### config.mk
export PLATFORM = sky130hd
export DESIGN_NAME = costas_loop_ctrl_flat
export DESIGN_NICKNAME = d
export VERILOG_FILES = /design/src/rtl/costas_ctrl_pkg.sv /design/src/rtl/costas_loop_ctrl_if.sv /design/src/rtl/err_mag_cmp.sv /design/src/rtl/costas_loop_ctrl.sv /design/src/flat_wrapper.sv
export SDC_FILE = /design/constraint.sdc
export NUM_CORES = 1
export LEC_CHECK = 0
export CAP_MARGIN = 20
export CELL_PAD_IN_SITES_DETAIL_PLACEMENT = 1
export CELL_PAD_IN_SITES_GLOBAL_PLACEMENT = 1
export CORE_UTILIZATION = 40
export DETAILED_ROUTE_END_ITERATION = 10
export GPL_ROUTABILITY_DRIVEN = 0
export PLACE_DENSITY = 0.94
export SKIP_CTS_REPAIR_TIMING = 1
export SLEW_MARGIN = 20
export SYNTH_ARGS = -nofsm -noshare
export SYNTH_HDL_FRONTEND = slang
export SYNTH_SLANG_ARGS = --single-unit
### constraint.sdc
create_clock -name clk -period 5 [get_ports clk]
set_clock_uncertainty 0.15 [all_clocks]
set_input_delay 0.75 -clock clk [delete_from_list [all_inputs] [get_ports clk]]
set_output_delay 0.75 -clock clk [all_outputs]
set_load 0.1 [all_outputs]
### src/rtl/costas_ctrl_pkg.sv
// Shared state encoding for the Costas loop sequencing controller.
package costas_ctrl_pkg;
  localparam int STATE_W = 2;

  typedef enum logic [STATE_W-1:0] {
    FLUSH   = 2'd0,
    ACQUIRE = 2'd1,
    LOCKED  = 2'd2
  } state_t;
endpackage

### src/rtl/costas_loop_ctrl_if.sv
// Mode-request, phase-error and status bundle between the Costas datapath and its controller.
interface costas_loop_ctrl_if #(
  parameter int WIDTH = 16
);
  import costas_ctrl_pkg::*;

  logic               mode_req_bpsk;
  logic               mode_req_valid;
  logic               mode_req_ready;
  logic [WIDTH-1:0]   error_tdata;
  logic               error_tvalid;
  logic               is_bpsk;
  logic               loop_rst;
  logic               narrow_bw;
  logic               locked;
  logic [STATE_W-1:0] state;
  logic [7:0]         retry_cnt;

  modport master (
    output mode_req_bpsk, mode_req_valid, error_tdata, error_tvalid,
    input  mode_req_ready, is_bpsk, loop_rst, narrow_bw, locked, state, retry_cnt
  );

  modport slave (
    input  mode_req_bpsk, mode_req_valid, error_tdata, error_tvalid,
    output mode_req_ready, is_bpsk, loop_rst, narrow_bw, locked, state, retry_cnt
  );
endinterface

### src/rtl/err_mag_cmp.sv
// Saturating |err| against the lock threshold; purely combinational, good = |err| < LOCK_THRESH.
module err_mag_cmp #(
  parameter int WIDTH       = 16,
  parameter int LOCK_THRESH = 512
) (
  input  logic signed [WIDTH-1:0] err,
  output logic                    good
);
  localparam logic [WIDTH-1:0] MAG_MAX  = {1'b0, {(WIDTH-1){1'b1}}};
  localparam logic [31:0]      THRESH_U = LOCK_THRESH;

  logic [WIDTH-1:0] err_u;
  logic [WIDTH-1:0] neg;
  logic [WIDTH-1:0] mag;

  assign err_u = err;
  assign neg   = ~err_u + WIDTH'(1);

  // Negating the most negative value leaves the sign bit set; clamp it.
  always_comb begin
    mag = err_u;
    if (err_u[WIDTH-1]) begin
      mag = neg[WIDTH-1] ? MAG_MAX : neg;
    end
  end

  assign good = (32'(mag) < THRESH_U);
endmodule

### src/rtl/costas_loop_ctrl.sv
// Costas loop sequencer: flush / acquire / lock FSM with hysteresis and mode-change flushing.
// Outputs registered; ready = state != FLUSH. Optional acquisition timeout via COSTAS_CTRL_TIMEOUT_EN.
module costas_loop_ctrl
  import costas_ctrl_pkg::*;
#(
  parameter int WIDTH        = 16,
  parameter int LOCK_THRESH  = 512,
  parameter int LOCK_CNT     = 1024,
  parameter int UNLOCK_CNT   = 256,
  parameter int FLUSH_CYCLES = 16,
  parameter int ACQ_TIMEOUT  = 65536
) (
  input  logic               clk,
  input  logic               rst,
  costas_loop_ctrl_if.slave  bus
);
  localparam int GOOD_W = $clog2(LOCK_CNT + 1);
  localparam int BAD_W  = $clog2(UNLOCK_CNT + 1);
  localparam int FL_W   = $clog2(FLUSH_CYCLES + 1);

  localparam logic [GOOD_W-1:0] GOOD_LAST = GOOD_W'(LOCK_CNT - 1);
  localparam logic [GOOD_W-1:0] GOOD_SAT  = GOOD_W'(LOCK_CNT);
  localparam logic [BAD_W-1:0]  BAD_LAST  = BAD_W'(UNLOCK_CNT - 1);
  localparam logic [FL_W-1:0]   FL_INIT   = FL_W'(FLUSH_CYCLES - 1);

  if (LOCK_CNT < 1 || UNLOCK_CNT < 1 || FLUSH_CYCLES < 1 || ACQ_TIMEOUT < 1 || LOCK_THRESH < 0)
  begin : g_param_chk
    $error("costas_loop_ctrl: counts must be >= 1 and threshold >= 0");
  end

  state_t            state, state_nx;
  logic [GOOD_W-1:0] good_cnt, good_nx;
  logic [BAD_W-1:0]  bad_cnt, bad_nx;
  logic [FL_W-1:0]   flush_cnt, flush_nx;
  logic              bpsk_q, bpsk_nx;
  logic              loop_rst_q, narrow_q, locked_q;
  logic              err_good;
  logic              ready;
  logic              change;
  logic              timeout;

  err_mag_cmp #(
    .WIDTH       (WIDTH),
    .LOCK_THRESH (LOCK_THRESH)
  ) u_err_mag_cmp (
    .err  (bus.error_tdata),
    .good (err_good)
  );

  assign ready  = (state != FLUSH);
  assign change = bus.mode_req_valid && ready && (bus.mode_req_bpsk != bpsk_q);

  always_comb begin
    state_nx = state;
    good_nx  = good_cnt;
    bad_nx   = bad_cnt;
    flush_nx = flush_cnt;
    bpsk_nx  = bpsk_q;
    case (state)
      FLUSH: begin
        good_nx = '0;
        bad_nx  = '0;
        if (flush_cnt == '0) state_nx = ACQUIRE;
        else                 flush_nx = flush_cnt - FL_W'(1);
      end
      ACQUIRE: begin
        if (bus.error_tvalid) begin
          if (!err_good) begin
            good_nx = '0;
          end else if (good_cnt == GOOD_LAST) begin
            good_nx  = GOOD_SAT;
            bad_nx   = '0;
            state_nx = LOCKED;
          end else begin
            good_nx = good_cnt + GOOD_W'(1);
          end
        end
        // A lock on the same edge wins over the timeout.
        if (state_nx == ACQUIRE && timeout) begin
          state_nx = FLUSH;
          flush_nx = FL_INIT;
          good_nx  = '0;
        end
      end
      LOCKED: begin
        if (bus.error_tvalid) begin
          if (err_good) begin
            bad_nx = '0;
          end else if (bad_cnt == BAD_LAST) begin
            bad_nx   = '0;
            good_nx  = '0;
            state_nx = ACQUIRE;
          end else begin
            bad_nx = bad_cnt + BAD_W'(1);
          end
        end
      end
      default: begin
        state_nx = FLUSH;
        flush_nx = FL_INIT;
      end
    endcase
    // Mode changes override every other transition and always re-flush the loop.
    if (change) begin
      state_nx = FLUSH;
      flush_nx = FL_INIT;
      bpsk_nx  = bus.mode_req_bpsk;
      good_nx  = '0;
      bad_nx   = '0;
    end
  end

  always_ff @(posedge clk) begin
    if (rst) begin
      state      <= FLUSH;
      good_cnt   <= '0;
      bad_cnt    <= '0;
      flush_cnt  <= FL_INIT;
      bpsk_q     <= 1'b1;
      loop_rst_q <= 1'b1;
      narrow_q   <= 1'b0;
      locked_q   <= 1'b0;
    end else begin
      state      <= state_nx;
      good_cnt   <= good_nx;
      bad_cnt    <= bad_nx;
      flush_cnt  <= flush_nx;
      bpsk_q     <= bpsk_nx;
      loop_rst_q <= (state_nx == FLUSH);
      narrow_q   <= (state_nx == LOCKED);
      locked_q   <= (state_nx == LOCKED);
    end
  end

`ifdef COSTAS_CTRL_TIMEOUT_EN
  localparam int               TMR_W    = $clog2(ACQ_TIMEOUT + 1);
  localparam logic [TMR_W-1:0] TMR_LAST = TMR_W'(ACQ_TIMEOUT - 1);

  logic [TMR_W-1:0] acq_tmr;
  logic [7:0]       retry_q;

  assign timeout = (acq_tmr == TMR_LAST);

  // Timer restarts on every entry to ACQUIRE; an ACQUIRE->FLUSH without a mode change is a timeout.
  always_ff @(posedge clk) begin
    if (rst) begin
      acq_tmr <= '0;
      retry_q <= '0;
    end else begin
      acq_tmr <= (state == ACQUIRE && state_nx == ACQUIRE) ? acq_tmr + TMR_W'(1) : '0;
      if (state == ACQUIRE && state_nx == FLUSH && !change && retry_q != 8'hFF)
        retry_q <= retry_q + 8'd1;
    end
  end

  assign bus.retry_cnt = retry_q;
`else
  assign timeout       = 1'b0;
  assign bus.retry_cnt = '0;
`endif

  assign bus.mode_req_ready = ready;
  assign bus.is_bpsk        = bpsk_q;
  assign bus.loop_rst       = loop_rst_q;
  assign bus.narrow_bw      = narrow_q;
  assign bus.locked         = locked_q;
  assign bus.state          = state;
endmodule
### src/flat_wrapper.sv
// flat-port wrapper written by rule: the top's interface ports become plain ports
module costas_loop_ctrl_flat import costas_ctrl_pkg::*;
#(
  parameter int WIDTH        = 16,
  parameter int LOCK_THRESH  = 512,
  parameter int LOCK_CNT     = 1024,
  parameter int UNLOCK_CNT   = 256,
  parameter int FLUSH_CYCLES = 16,
  parameter int ACQ_TIMEOUT  = 65536
)
  (clk, rst, bus_mode_req_bpsk, bus_mode_req_valid, bus_error_tdata, bus_error_tvalid, bus_mode_req_ready, bus_is_bpsk, bus_loop_rst, bus_narrow_bw, bus_locked, bus_state, bus_retry_cnt);
  costas_loop_ctrl_if #(.WIDTH(WIDTH)) bus_i ();
  input  logic clk;
  input  logic rst;
  input wire logic [$bits(bus_i.mode_req_bpsk)-1:0] bus_mode_req_bpsk;
  input wire logic [$bits(bus_i.mode_req_valid)-1:0] bus_mode_req_valid;
  input wire logic [$bits(bus_i.error_tdata)-1:0] bus_error_tdata;
  input wire logic [$bits(bus_i.error_tvalid)-1:0] bus_error_tvalid;
  output wire logic [$bits(bus_i.mode_req_ready)-1:0] bus_mode_req_ready;
  output wire logic [$bits(bus_i.is_bpsk)-1:0] bus_is_bpsk;
  output wire logic [$bits(bus_i.loop_rst)-1:0] bus_loop_rst;
  output wire logic [$bits(bus_i.narrow_bw)-1:0] bus_narrow_bw;
  output wire logic [$bits(bus_i.locked)-1:0] bus_locked;
  output wire logic [$bits(bus_i.state)-1:0] bus_state;
  output wire logic [$bits(bus_i.retry_cnt)-1:0] bus_retry_cnt;
  assign bus_i.mode_req_bpsk = bus_mode_req_bpsk;
  assign bus_i.mode_req_valid = bus_mode_req_valid;
  assign bus_i.error_tdata = bus_error_tdata;
  assign bus_i.error_tvalid = bus_error_tvalid;
  assign bus_mode_req_ready = bus_i.mode_req_ready;
  assign bus_is_bpsk = bus_i.is_bpsk;
  assign bus_loop_rst = bus_i.loop_rst;
  assign bus_narrow_bw = bus_i.narrow_bw;
  assign bus_locked = bus_i.locked;
  assign bus_state = bus_i.state;
  assign bus_retry_cnt = bus_i.retry_cnt;
  costas_loop_ctrl #(.WIDTH(WIDTH), .LOCK_THRESH(LOCK_THRESH), .LOCK_CNT(LOCK_CNT), .UNLOCK_CNT(UNLOCK_CNT), .FLUSH_CYCLES(FLUSH_CYCLES), .ACQ_TIMEOUT(ACQ_TIMEOUT)) u_core (.clk(clk), .rst(rst), .bus(bus_i));
endmodule
==> results of run 1 <==
[path summary, 6_finish.rpt]
check,start,to,depth (start not counted)
hold reg to reg,u_core.bad_cnt[8],u_core.bad_cnt[8],1
setup reg to reg,u_core.bus.state[0],u_core.bad_cnt[5],8
setup / recovery,bus_error_tdata[3],u_core.bad_cnt[5],7
hold / removal,u_core.bad_cnt[8],u_core.bad_cnt[8],1
[report_power, final]
| part | switching [mW] | total [mW] | internal (mW) |
|---|---|---|---|
| Clock | 0.0890 | 0.185 | 0.0956 |
| Combinational | 0.0438 | 0.0642 | 0.0205 |
| Sequential | 0.00184 | 0.243 | 0.241 |
| Total | 0.135 | 0.492 | 0.357 |
[synth_stat cells (6+ instances only)]
cell / n
nor2_1: 15
ha_1: 7
a21oi_1: 11
inv_1: 6
a31oi_1: 13
nand3_1: 16
buf_4: 9
nand2_1: 17
nor3_1: 9
o21ai_0: 8
dfxtp_1: 30
and3_1: 6
[state kept, by name (all words and copies together) (netlist names)]
signal and flops:
u_core.bad_cnt 9, u_core.bus.is_bpsk 1, u_core.bus.loop_rst 1, u_core.bus.narrow_bw 1, u_core.bus.state 2, u_core.flush_cnt 5, u_core.good_cnt 11
[kinds of logic after synthesis]
family                     synth area share [%]
DFF                                        32.6
buffers and inverters                      5.70
other                                     0.203
and+or+nand+nor                            30.1
xor gates and xnor gates                   2.37
AOI/OAI and AO/OA                          22.6
adders and majority gates                  4.75
muxes                                      1.70
[layout make-up]
| class | count | area, sq um | area share (%) |
|---|---|---|---|
| well taps | 52 | 65.1 | 2.95 |
| inverters | 6 | 22.5 | 1.02 |
| repair buffers | 28 | 278 | 12.6 |
| clock buffers | 7 | 76.3 | 3.46 |
| flip-flops and latches | 30 | 601 | 27.2 |
| multi-input cells | 181 | 1160 | 52.8 |
[routing by layer]
metal	vias up	track usage [%]	share of wire, %
met3	7	5.05	4.9
met5	-	0	0
met2	40	37.1	50
met4	0	8.44	1.6
met1	867	27.2	43
li1	880	-	-
[stage by stage]
stage | util, % | hold WS (ps) | setup slack (ps) | cell area [sq um] | power, mW
2_1_floorplan | - | 276 | 1740 | 1870 | 0.294
3_3_place_gp | 48.6 | 283 | 1310 | 2130 | 0.311
3_5_place_dp | 48.6 | 292 | 1170 | 2130 | 0.312
6_report | 50.3 | 299 | 1420 | 2210 | 0.492
5_1_grt | 50.3 | 314 | 1230 | 2210 | 0.513
4_1_cts | 50.3 | 301 | 1460 | 2210 | 0.497
[layout by cell type, fill, tap and decap left out, types with 3 or more instances in the layout]
cell type,instances
a211oi_1,3
nand2_1,17
nor4_1,4
or3_1,3
a41oi_1,4
clkbuf_8,5
ha_1,7
and3_1,6
a21oi_1,11
nor3_1,9
conb_1,8
a31o_2,3
nor2b_1,3
and2_1,5
dfxtp_1,30
o21ai_0,8
nand2b_1,4
a31oi_1,13
xnor2_1,3
nand4_1,3
clkdlybuf4s50_1,27
inv_1,6
nand3_1,16
nor2_1,15
==> flow_summary.ini, run 1 <==
[outcome]
status = completed

[setup_path]
critPathRequiredTime_ps = 5080
critical_path_buf_inv_count = 1
critPathArrivalTime_ps = 3660
worst_path_max_delay_cell = mux2i_1
path_max_fanout = 6
r2r_slack_ps = 1970
worstSetupEndpointType = register
max_stage_delay_ps = 630
crit_type = input port to register
critPathLaunchType = input port
cpLargestDelayFamily = simple AND/OR/NAND/NOR gates
path_cells = clkdlybuf4s50_1 -> or4_4 -> nor4_4 -> mux2i_1 -> o21ai_0 -> or3b_2 -> nand3_1

[logic_synthesis]
synth_cells = 223
synth_top_area_cell = dfxtp_1
yosysUniqueCellTypes = 50
synth_area_leaders = dfxtp_1 (33%), ha_1 (4.7%), a31oi_1 (4.4%)
yosys_warnings = 0
synth_ff_type = dfxtp_1
ys_seq_area_share_pct = 32.6
synth_top_area_share_pct = 32.6
synth_edf_count = 0
synth_seq_cells = 30
synthesis.area_sq_mm = 0.00184
syn_avg_cell_area_sq_um = 8.27
synthArstFlopShare_pct = 0

[drt]
final_antenna_net_count = 0
drtIter0Drc = 54
num_vias = 1794
drt_wl_total_mm = 4.90
drcViolationCount = 0
wl_per_cell_microns = 16.1
firstDrtPassIters = 4
avgViaCountPerCell = 5.90

[sta]
maxSlewViolCount = 0
tns_ps = 0
layout_min_cycle_time_ps = 3580
finalHoldViolCount = 0
finalCritPeriodShare_pct = 71.6
setup_violations = 0
max_slew_margin_pct = 34.4
rsz0062_at_grt = no
tightest_slew_ps = 981
clock.fmax_ghz = 0.279

[cts]
clockRootBuffer = clkbuf_8
h-tree-depth = 2
cts_made_buffers = 5
cts.sinks = 30
worstSkewPairLatency_ps = 280
cts_tree = built
clk_pin_slew_worst_paths_ps = 60
clk_path_buf_depth = 2

[pwr]
peakVddDrop_v = 0.000114
power.density_mw_per_mm2 = 223
leakage_nw = 0.841

[finish]
fin_cells = 304
area_growth_pct = 19.7
finalNetCount = 280
fillers = 542
antenna_cells = 0
drive_gt1_share_pct = 7.14

[min_path]
hp-class = register to register

[placed_design]
dpl.cell_count = 297
hpwlAfterDp_mm = 3.61
io_buffers = 27

[floorplanning]
die_y_microns = 69.9
initial_utilization_pct = 42.1
boundaryPins = 36
die_w_microns = 69.9
fp.coreArea_sq_mm = 0.00438
rows = 24
design.die.area_sq_mm = 0.00489

[global_route]
grt_start_max_net_pins = 19
grtUsageTotal_pct = 22.0
grt_pass1_vias = 1823
grt_first_pass_wirelength_mm = 8.61
grt.overflow.total = 0
antenna_found_initial = 0

[flow_run]
maxCapViolations = 0
No activity file was read; power rests on OpenSTA's default activity.
==> run 2: changes to the inputs <==
--- a/config.mk
+++ b/config.mk
@@ -8,10 +8,10 @@
 export CAP_MARGIN = 20
 export CELL_PAD_IN_SITES_DETAIL_PLACEMENT = 1
 export CELL_PAD_IN_SITES_GLOBAL_PLACEMENT = 1
-export CORE_UTILIZATION = 40
+export CORE_UTILIZATION = 38
 export DETAILED_ROUTE_END_ITERATION = 10
 export GPL_ROUTABILITY_DRIVEN = 0
-export PLACE_DENSITY = 0.94
+export PLACE_DENSITY = 0.9
 export SKIP_CTS_REPAIR_TIMING = 1
 export SLEW_MARGIN = 20
 export SYNTH_ARGS = -nofsm -noshare
==> constraint.sdc (replaced) <==
create_clock -name clk -period 3.75 [get_ports clk]
set_clock_uncertainty 0.15 [all_clocks]
set_input_delay 0.5625 -clock clk [delete_from_list [all_inputs] [get_ports clk]]
set_output_delay 0.5625 -clock clk [all_outputs]
set_load 0.1 [all_outputs]
==> run 2 against run 1 <==
  * Via count increased by 1.4%
  * Critical path depth unchanged
  * Combinational power increased by 35%
  * Global-route usage is 0.67 points lower
  * Non-clock buffer count grew 3
  * Final cell count increased by 1.3%
  * Clock-buffer cell count is the same
  * Final area up 1.6%
  * Critical endpoint is now u_core.bus.narrow_bw
  * Largest cell class unchanged
==> flow_summary.ini, run 2 (synthesis results as in run 1) <==
[outcome]
status = completed

[pwr]
power_uw = 693
peakVddDrop_v = 0.000174
leakage_nw = 0.869
power.density_mw_per_mm2 = 309

[setup_path]
path_cells = clkdlybuf4s50_1 -> nor4_1 -> o2bb2a_1 -> nor4_1 -> a31oi_1 -> a211o_1 -> nor4_1
critPathRequiredTime_ps = 3780
worstSetupEndpointType = register
critical_path_buf_inv_count = 1
cpMostUsedCell = nor4_1
critPathArrivalTime_ps = 3030
cpLargestDelayFamily = simple AND/OR/NAND/NOR gates
path_max_fanout = 6
worst_path_max_delay_cell = nor4_1
crit_type = input port to register
critPathLaunchType = input port
max_stage_delay_ps = 510

[sta]
tightest_slew_ps = 1000
layout_min_cycle_time_ps = 3000
tns_ps = 0
clock.fmax_ghz = 0.334
maxSlewViolCount = 0
finalHoldViolCount = 0
rsz0062_at_grt = no
finalCritPeriodShare_pct = 79.9
setup_violations = 0
max_slew_margin_pct = 32.9

[drt]
num_vias = 1820
final_antenna_net_count = 0
drt_wl_total_mm = 5.04
avgViaCountPerCell = 5.91
firstDrtPassIters = 4
drcViolationCount = 0
drtIter0Drc = 75
wl_per_cell_microns = 16.4

[placed_design]
hpwlAfterDp_mm = 3.65
io_buffers = 27

[cts]
cts_tree = built
clk_path_buf_depth = 2
cts.sinks = 30
clockRootBuffer = clkbuf_8
worstSkewPairLatency_ps = 290
cts_made_buffers = 5
clk_pin_slew_worst_paths_ps = 60
h-tree-depth = 2

[finish]
final_common_cell = dfxtp_1
finalNetCount = 283
reg_top3 = u_core.good_cnt: 11 flops, u_core.bad_cnt: 9 flops, u_core.flush_cnt: 5 flops
area_growth_pct = 21.6
antenna_cells = 0
largest_register_ffs = 11
final_cell_mix = dfxtp_1 (30), clkdlybuf4s50_1 (26), nand2_1 (17), nand3_1 (16), nor2_1 (15)
top_register = u_core.good_cnt
drive_gt1_share_pct = 9.38
fillers = 545

[global_route]
antenna_found_initial = 0
grtUsageTotal_pct = 21.3
grt_start_max_net_pins = 18
grt_pass1_vias = 1852
grt_first_pass_wirelength_mm = 8.61
grt.overflow.total = 0

[min_path]
hp-class = register to register

[floorplanning]
boundaryPins = 36
die_w_microns = 71.7
fp.coreArea_sq_mm = 0.00450
rows = 24
initial_utilization_pct = 40.9
die_y_microns = 71.7
design.die.area_sq_mm = 0.00514

[flow_run]
maxCapViolations = 0
## run 2: cell types whose count changed in the layout (fill, tap and decap cells not counted), sizes merged
cell / previous run / this run
buf: 1 / 5
clkdlybuf4s50: 27 / 26
clkinv: 0 / 1
## run 2: path summary, 6_finish.rpt
path	from	endpoint	slack, ps	cells after the start
worst max-delay path	bus_error_tdata[11]	u_core.bus.narrow_bw	750	7
worst min-delay path	u_core.bad_cnt[8]	u_core.bad_cnt[8]	300	1
worst max register to register	u_core.bus.state[0]	u_core.bad_cnt[5]	810	8
worst min register to register	u_core.bad_cnt[8]	u_core.bad_cnt[8]	300	1
## run 2: where the power goes
group / total (mW) / internal [mW] / switching [mW]
Sequential: 0.324 / 0.321 / 0.00229
Combinational: 0.0865 / 0.0282 / 0.0582
Clock: 0.283 / 0.148 / 0.134
## run 2: routing by layer
metal	vias up	GRT usage, %	wire, microns
met5	-	0	0
met4	0	8.93	84
met3	12	3.80	120
met2	30	37.6	2610
met1	884	25.5	2230
li1	894	-	-
## run 2: area by class of cell
| type | count | area [sq um] | share of cell area, % |
|---|---|---|---|
| Inverter | 6 | 22.5 | 1.00 |
| Timing Repair Buffer | 31 | 298 | 13.3 |
| Multi-Input combinational cell | 181 | 1160 | 52.0 |
| Sequential cell | 30 | 601 | 26.8 |
| Clock inverter | 1 | 5.00 | 0.223 |
| Tap cell | 52 | 65.1 | 2.90 |
| Clock buffer | 7 | 86.3 | 3.85 |
## run 2: through the flow
step / util [%] / instances / worst slack, ps / instance area [sq um] / hold WS [ps]
floorplan: - / 230 / 491 / 1870 / 276
global placement: 47.8 / 300 / 582 / 2150 / 280
detailed placement: 47.8 / 300 / 488 / 2150 / 290
CTS: 49.8 / 308 / 769 / 2240 / 297
global route: 49.8 / 308 / 559 / 2240 / 316
finish: 49.8 / 308 / 753 / 2240 / 299
==> run 3: changes to the inputs <==
==> constraint.sdc (replaced) <==
create_clock -name clk -period 2.9 [get_ports clk]
set_clock_uncertainty 0.15 [all_clocks]
set_input_delay 0.435 -clock clk [delete_from_list [all_inputs] [get_ports clk]]
set_output_delay 0.435 -clock clk [all_outputs]
set_load 0.1 [all_outputs]
==> run 3 against run 2 <==
  * Global-route usage is 0.93 points lower
  * Die area is the same
  * Via count up 0.22%
  * Clock-buffer cell count down 2
  * Register-to-register slack worse by 500 ps
  * Critical path type unchanged
  * Core utilization grew 1.6 points
  * Non-clock buffer count increased by 13
  * Final area rose by 3.2%
  * Final cell count grew 3.9%
==> flow_summary.ini, run 3 (synthesis results as in run 1) <==
[placed_design]
dpl.cell_count = 313
placed_cell_area_sq_mm = 0.00224
hpwlAfterDp_mm = 3.89
io_buffers = 27
place_ws_ps = -166

[min_path]
hp-class = register to register

[finish]
finalNetCount = 296
final_util_pct = 51.4
reg_top3 = u_core.good_cnt: 11 flops, u_core.bad_cnt: 9 flops, u_core.flush_cnt: 5 flops
antenna_cells = 0
final_common_cell = dfxtp_1
area_growth_pct = 25.5
fin_cells = 320
largest_register_ffs = 11
top_register = u_core.good_cnt
fin_area_sq_mm = 0.00231
drive_gt1_share_pct = 16.8
final_cell_mix = dfxtp_1 (28), buf_4 (24), clkdlybuf4s50_1 (20), nand2_1 (17), nand3_1 (16)
fillers = 567

[drt]
firstDrtPassIters = 4
wl_per_cell_microns = 15.6
drcViolationCount = 0
drtIter0Drc = 33
num_vias = 1824
final_antenna_net_count = 0
drt_wl_total_mm = 5.00
avgViaCountPerCell = 5.70

[outcome]
status = completed

[global_route]
grtUsageTotal_pct = 20.4
grt.overflow.total = 0
antenna_found_initial = 0
grt_start_max_net_pins = 18
grt_pass1_vias = 1812
grt_first_pass_wirelength_mm = 8.27

[sta]
maxSlewViolCount = 0
fin_hold_ws_ps = 295
clock.fmax_ghz = 0.361
setup_ws_ps = 130
setup_violations = 0
tightest_slew_ps = 534
layout_min_cycle_time_ps = 2770
finalCritPeriodShare_pct = 95.5
max_slew_margin_pct = 64.1
finalHoldViolCount = 0
rsz0062_at_grt = no

[pwr]
leakage_nw = 0.940
peakVddDrop_v = 0.000252
power.density_mw_per_mm2 = 369

[setup_path]
worstSetupEndpointType = register
critPathLaunchType = input port
crit_type = input port to register
path_max_fanout = 7
critPathRequiredTime_ps = 2940
critPathArrivalTime_ps = 2810

[cts]
h-tree-depth = 2
worstSkewPairLatency_ps = 280
cts_tree = built
cts_made_buffers = 5
cts.sinks = 30
clockRootBuffer = clkbuf_8
clk_path_buf_depth = 2
clk_pin_slew_worst_paths_ps = 70

[floorplanning]
die_y_microns = 71.7
die_w_microns = 71.7
boundaryPins = 36
fp.coreArea_sq_mm = 0.00450
initial_utilization_pct = 40.9
rows = 24
design.die.area_sq_mm = 0.00514

[flow_run]
maxCapViolations = 0
==> run 3: cell count changes in the layout (fill, tap and decap cells not counted), sizes merged <==
cell	previous run	this run
buf	5	24
clkdlybuf4s50	26	20
clkbuf	7	5
clkinv	1	2
==> run 3: power breakdown <==
part | internal, mW | leakage [nW] | switching (mW)
logic | 0.0383 | 0.652 | 0.0760
clock network | 0.161 | 0.0438 | 0.160
registers | 0.416 | 0.243 | 0.00301
total | 0.615 | 0.940 | 0.239
==> run 3: layer usage <==
metal	wire [microns]	vias up	global-route usage (%)
met3	163	8	5.77
met1	2210	878	23.7
met2	2550	27	36.1
li1	-	911	-
met4	79	0	6.75
met5	0	-	0
==> run 3: layout make-up <==
cell class / count / area, sq um / area share [%]
Multi-Input combinational cell: 181 / 1160 / 50.3
Timing Repair Buffer: 44 / 380 / 16.4
Clock buffer: 5 / 68.8 / 2.97
Sequential cell: 30 / 603 / 26.1
Clock inverter: 2 / 10.0 / 0.432
Inverter: 6 / 22.5 / 0.973
Tap cell: 52 / 65.1 / 2.81
==> run 3: through the flow <==
stage / power (mW) / setup TNS [ps]
2_1_floorplan: 0.507 / 0
3_3_place_gp: 0.539 / -51.3
3_5_place_dp: 0.542 / -1130
4_1_cts: 0.861 / 0
5_1_grt: 0.892 / 0
6_report: 0.854 / 0
==> run 3: final timing paths <==
| kind | start | cells past startpoint | slack [ps] | to |
|---|---|---|---|---|
| hold / removal | u_core.bad_cnt[8] | 1 | 300 | u_core.bad_cnt[8] |
| setup / recovery | bus_error_tdata[6] | 8 | 130 | u_core.bad_cnt[3] |
| hold reg to reg | u_core.bad_cnt[8] | 1 | 300 | u_core.bad_cnt[8] |
| setup reg to reg | u_core.bus.state[1] | 9 | 310 | u_core.bad_cnt[4] |
==> run 3: critical path, cell delays in order <==
cell and delay [ps]:
clkdlybuf4s50_1 410, or4_4 550, nor4_4 300, mux2_2 420, a31oi_1 200, buf_4 180, a31oi_1 50, a211oi_1 270
